<file path="src/rtl/uart_rx_frame.sv">
// UART receive frame engine: 2-flop synchronizer, start detect, 3-sample majority vote,
// LSB-first deserializer with optional parity and stop check, one-cycle result strobes.
module uart_rx_frame #(
   parameter int DATA_WIDTH = 8,
   parameter int PRESCALE   = 8
) (
   input  logic                  CLK,
   input  logic                  RST,
   input  logic                  RX_IN,
   input  logic                  PAR_EN,
   input  logic                  PAR_TYP,
   output logic [DATA_WIDTH-1:0] P_DATA,
   output logic                  data_valid,
   output logic                  par_err,
   output logic                  stp_err
);

   localparam int EW = (PRESCALE > 2) ? $clog2(PRESCALE) : 1;
   localparam int BW = (DATA_WIDTH > 1) ? $clog2(DATA_WIDTH) : 1;

   localparam logic [EW-1:0] EDGE_ONE  = EW'(1);
   localparam logic [EW-1:0] EDGE_S0   = EW'(PRESCALE / 2 - 1);
   localparam logic [EW-1:0] EDGE_S2   = EW'(PRESCALE / 2 + 1);
   localparam logic [EW-1:0] EDGE_LAST = EW'(PRESCALE - 1);
   localparam logic [BW-1:0] BIT_LAST  = BW'(DATA_WIDTH - 1);
   localparam logic [BW-1:0] BIT_ONE   = BW'(1);

   typedef enum logic [2:0] {
      S_IDLE,
      S_START,
      S_DATA,
      S_PARITY,
      S_STOP
   } state_t;

   state_t                  state_q, state_d;
   logic                    rx_meta_q, rx_s_q;
   logic [EW-1:0]           edge_q, edge_d;
   logic [BW-1:0]           bit_q, bit_d;
   logic [DATA_WIDTH-1:0]   shift_q, shift_d;
   logic [2:0]              samp_q, samp_d;
   logic                    par_en_q, par_en_d;
   logic                    par_typ_q, par_typ_d;
   logic                    perr_q, perr_d;
   logic [DATA_WIDTH-1:0]   pdata_q, pdata_d;
   logic                    dv_q, dv_d;
   logic                    pe_q, pe_d;
   logic                    se_q, se_d;

   logic                    bit_end;
   logic                    samp2_now;
   logic                    vote;

   // The third sample coincides with bit end when PRESCALE is 4, so take it live on that edge.
   assign bit_end   = (edge_q == EDGE_LAST);
   assign samp2_now = (edge_q == EDGE_S2) ? rx_s_q : samp_q[2];
   assign vote      = (samp_q[0] & samp_q[1]) | (samp_q[0] & samp2_now) | (samp_q[1] & samp2_now);

   always_comb begin
      state_d   = state_q;
      edge_d    = edge_q;
      bit_d     = bit_q;
      shift_d   = shift_q;
      samp_d    = samp_q;
      par_en_d  = par_en_q;
      par_typ_d = par_typ_q;
      perr_d    = perr_q;
      pdata_d   = pdata_q;
      dv_d      = 1'b0;
      pe_d      = 1'b0;
      se_d      = 1'b0;

      if (state_q != S_IDLE) begin
         edge_d = bit_end ? '0 : edge_q + EDGE_ONE;
         for (int i = 0; i < 3; i++) begin
            if (edge_q == EDGE_S0 + EW'(i)) begin
               samp_d[i] = rx_s_q;
            end
         end
      end

      case (state_q)
         S_IDLE: begin
            if (!rx_s_q) begin
               state_d   = S_START;
               edge_d    = EDGE_ONE;
               par_en_d  = PAR_EN;
               par_typ_d = PAR_TYP;
               perr_d    = 1'b0;
            end
         end
         S_START: begin
            if (bit_end) begin
               state_d = vote ? S_IDLE : S_DATA;
               bit_d   = '0;
            end
         end
         S_DATA: begin
            if (bit_end) begin
               shift_d = {vote, shift_q[DATA_WIDTH-1:1]};
               if (bit_q == BIT_LAST) begin
                  state_d = par_en_q ? S_PARITY : S_STOP;
               end else begin
                  bit_d = bit_q + BIT_ONE;
               end
            end
         end
         S_PARITY: begin
            if (bit_end) begin
               perr_d  = (vote != ((^shift_q) ^ par_typ_q));
               state_d = S_STOP;
            end
         end
         S_STOP: begin
            if (bit_end) begin
               if (vote && !perr_q) begin
                  pdata_d = shift_q;
                  dv_d    = 1'b1;
               end
               pe_d = perr_q;
               se_d = !vote;
               // A line already low here is the next start bit; re-arm without an idle cycle.
               if (!rx_s_q) begin
                  state_d   = S_START;
                  edge_d    = EDGE_ONE;
                  par_en_d  = PAR_EN;
                  par_typ_d = PAR_TYP;
                  perr_d    = 1'b0;
               end else begin
                  state_d = S_IDLE;
               end
            end
         end
         default: state_d = S_IDLE;
      endcase
   end

   always_ff @(posedge CLK) begin
      if (!RST) begin
         state_q   <= S_IDLE;
         rx_meta_q <= 1'b1;
         rx_s_q    <= 1'b1;
         edge_q    <= '0;
         bit_q     <= '0;
         shift_q   <= '0;
         samp_q    <= '1;
         par_en_q  <= 1'b0;
         par_typ_q <= 1'b0;
         perr_q    <= 1'b0;
         pdata_q   <= '0;
         dv_q      <= 1'b0;
         pe_q      <= 1'b0;
         se_q      <= 1'b0;
      end else begin
         state_q   <= state_d;
         rx_meta_q <= RX_IN;
         rx_s_q    <= rx_meta_q;
         edge_q    <= edge_d;
         bit_q     <= bit_d;
         shift_q   <= shift_d;
         samp_q    <= samp_d;
         par_en_q  <= par_en_d;
         par_typ_q <= par_typ_d;
         perr_q    <= perr_d;
         pdata_q   <= pdata_d;
         dv_q      <= dv_d;
         pe_q      <= pe_d;
         se_q      <= se_d;
      end
   end

   assign P_DATA     = pdata_q;
   assign data_valid = dv_q;
   assign par_err    = pe_q;
   assign stp_err    = se_q;

endmodule

</file>
<file path="config.mk">
export PLATFORM = sky130hd
export DESIGN_NAME = uart_rx_frame
export DESIGN_NICKNAME = d
export VERILOG_FILES = /design/src/rtl/uart_rx_frame.sv
export SDC_FILE = /design/constraint.sdc
export NUM_CORES = 1
export LEC_CHECK = 0
export BUFFER_PORTS_ARGS = -buffer_cell sky130_fd_sc_hd__buf_4
export CORE_UTILIZATION = 50
export CTS_CLUSTER_DIAMETER = 40
export CTS_CLUSTER_SIZE = 40
export DETAILED_ROUTE_END_ITERATION = 10
export PLACE_DENSITY = 0.78
export SLEW_MARGIN = 5
export SYNTH_ARGS = -nofsm -noshare
export SYNTH_HDL_FRONTEND = slang
export SYNTH_SLANG_ARGS = --single-unit
</file>
<file path="constraint.sdc">
create_clock -name CLK -period 3 [get_ports CLK]
set_input_delay 0.6 -clock CLK [delete_from_list [all_inputs] [get_ports CLK]]
set_output_delay 0.6 -clock CLK [all_outputs]
set_load 0.005 [all_outputs]
</file>
==> impl_metrics.tcl <==
set metrics [dict create \
    postCtsResizedCells 0 \
    end_kind "register" \
    clk_path_buf_depth 2 \
    cp-start-kind "register" \
    seqCellArea_um2 721 \
    synth.avg_cell_area_um2 8.89 \
    fin_crit_sh 0.719 \
    top_layer "met4" \
    cp.arrival_ns 2.38 \
    yosysSeqAreaShare 0.441 \
    dieArea_um2 3500 \
    holdPathStages 1 \
    grt_max_degree 29 \
    drt_iter0_markers 32 \
    start_util 0.531 \
    antenna_cells 0 \
    tns_ns 0 \
    crit_type "register to register" \
    ant_nets 0 \
    yosysWarnings 0 \
    place_hpwl_um 2180 \
    final_util 0.599 \
    setup_violations 0 \
    tightest_slew_ns 0.989 \
    htreeDepth 2 \
    final_cell_mix "dfxtp_1 (36), nand2_1 (26), nor2_1 (22)" \
    wl_met1_um 1470 \
    final_max_slew_viol_count 0 \
    relSlewSlack 0.336 \
    die_y_um 59.2 \
    area_growth_syn_to_layout_pct 12.8 \
    clk_pin_slew_ns 0.12 \
    synthCells 184 \
    vdd_drop_max_v 0.000260 \
    io_buffers 15 \
    cts_setup_buffers 0 \
    grt_first_pass_wirelength_um 5220 \
    grt_setup_unrepaired "false" \
    antenna_found_initial 0 \
    syn-num-nets 196 \
    place_area_um2 1760 \
    worst_skew_pair.late_latency_ns 0.35 \
    via_per_inst 5.33 \
    multiInputGateArea_um2 842 \
    fin_area_um2 1840 \
    holdCritPathClass "register to register" \
    die_w_um 59.2 \
    layout-drive-gt1-share 0.136 \
    synth_seq_cells 36 \
    hold_ws_ns 0.420 \
    routed-wl-met3_um 172 \
    power_uw 933 \
    period_minus_slack_ns 2.16 \
    drt_wl_total_um 3080 \
    drt-wirelength-per-cell_um 12.7 \
    nets 210 \
    hold_viol 0 \
    synth_cell_types 43 \
    total_leakage_power_nw 0.821 \
    cts_tree "built" \
    grt_pass1_vias 1263 \
    fin_skew_ns 0.0157 \
    core_um2 3080 \
    rows 20 \
    overflow 0 \
    gp_congestion 0.783 \
    cts_root_buf "clkbuf_4" \
    async_reset_ff_frac 0 \
    netlist_area_um2 1640 \
    drc 0 \
    clock-sinks 36 \
    fmax_mhz 464 \
    met2_length_um 1410 \
    io-pin-count 16 \
    crit_fanout 9 \
    cts_buffers 5 \
    powerDensity_nw_per_um2 506 \
    r2r_cells 6 \
    final_common_cell "dfxtp_1" \
    status "completed" \
    fillers 283 \
    synth_flop_cell "dfxtp_1" \
    drv_cap 0 \
    synth_edf_count 0 \
    track_usage 0.200 \
    crit_required_ns 3.22 \
    route.vias.total 1296 \
    cts_hold_buf 0 \
    first_pass_iters 4 \
]
critical path, cell delays in order (launching register included):
cell,delay [ns]
dfxtp_1,0.43
ha_1,0.22
a21bo_1,0.14
a31oi_1,0.11
o21ai_1,0.78
mux2i_1,0.29
nor2_1,0.07
cells by family after synthesis:
| group | count (synthesis) | synth area share |
|---|---|---|
| AND/OR/NAND/NOR | 68 | 0.193 |
| AO/OA/AOI/OAI | 36 | 0.139 |
| flip-flops | 36 | 0.441 |
| buffers and inverters | 17 | 0.0444 |
| multiplexers | 12 | 0.0735 |
| XOR/XNOR | 8 | 0.0559 |
| adder cells (fa/ha/maj) | 7 | 0.0536 |
synth_stat cells, types with 2 or more instances:
master     n  area (um^2)
a22oi_1    2         15.0
o21ai_0    5         25.0
and3_1     2         12.5
a21oi_1   15         75.1
nor2b_1    2         12.5
inv_1      8         30.0
nor3_1     4         20.0
buf_2      3         15.0
nor2_1    22         82.6
nand2_1   26         97.6
ha_1       7         87.6
mux2i_1   12          120
clkbuf_1   2         7.51
xnor2_1    5         43.8
nand2b_1   4         25.0
nand3_1    2         10.0
a221oi_1   2         17.5
dfxtp_1   36          721
metal layers:
layer / vias up / GRT usage
met3: 3 / 0.0655
li1: 659 / -
met2: 35 / 0.318
met5: - / 0
met1: 599 / 0.240
met4: 0 / 0.102
power breakdown:
group / internal (mW) / switching [mW] / leakage, nW
Clock: 0.174 / 0.170 / 0.0412
Combinational: 0.0356 / 0.0463 / 0.489
Sequential: 0.489 / 0.0186 / 0.291
Total: 0.698 / 0.235 / 0.821
state kept, by name (all words and copies together), names as in the netlist, 3 cells and up:
name     cells
P_DATA       8
shift_q      8
bit_q        3
edge_q       3
samp_q       3
state_q      3
path summary, 6_finish.rpt:
| path | startpoint | to | slack (ns) |
|---|---|---|---|
| setup / recovery | edge_q[0] | P_DATA[0] | 0.84 |
| hold / removal | rx_meta_q | rx_s_q | 0.42 |
| setup reg to reg | edge_q[0] | P_DATA[0] | 0.84 |
| hold reg to reg | rx_meta_q | rx_s_q | 0.42 |
per-stage QoR:
| step | instances | worst slack, ns |
|---|---|---|
| floorplan | 184 | 1.34 |
| global placement | 235 | 0.998 |
| detailed placement | 235 | 0.875 |
| CTS | 243 | 0.840 |
| global route | 243 | 0.701 |
| finish | 243 | 0.844 |
final cells by class:
class                           count  area share
Multi-Input combinational cell    131       0.457
Sequential cell                    36       0.391
Timing Repair Buffer               15      0.0611
Tap cell                           44      0.0299
Clock inverter                      3      0.0231
Clock buffer                        5      0.0204
Inverter                            9      0.0183
Note: power is estimated with default switching activity, not from simulation.
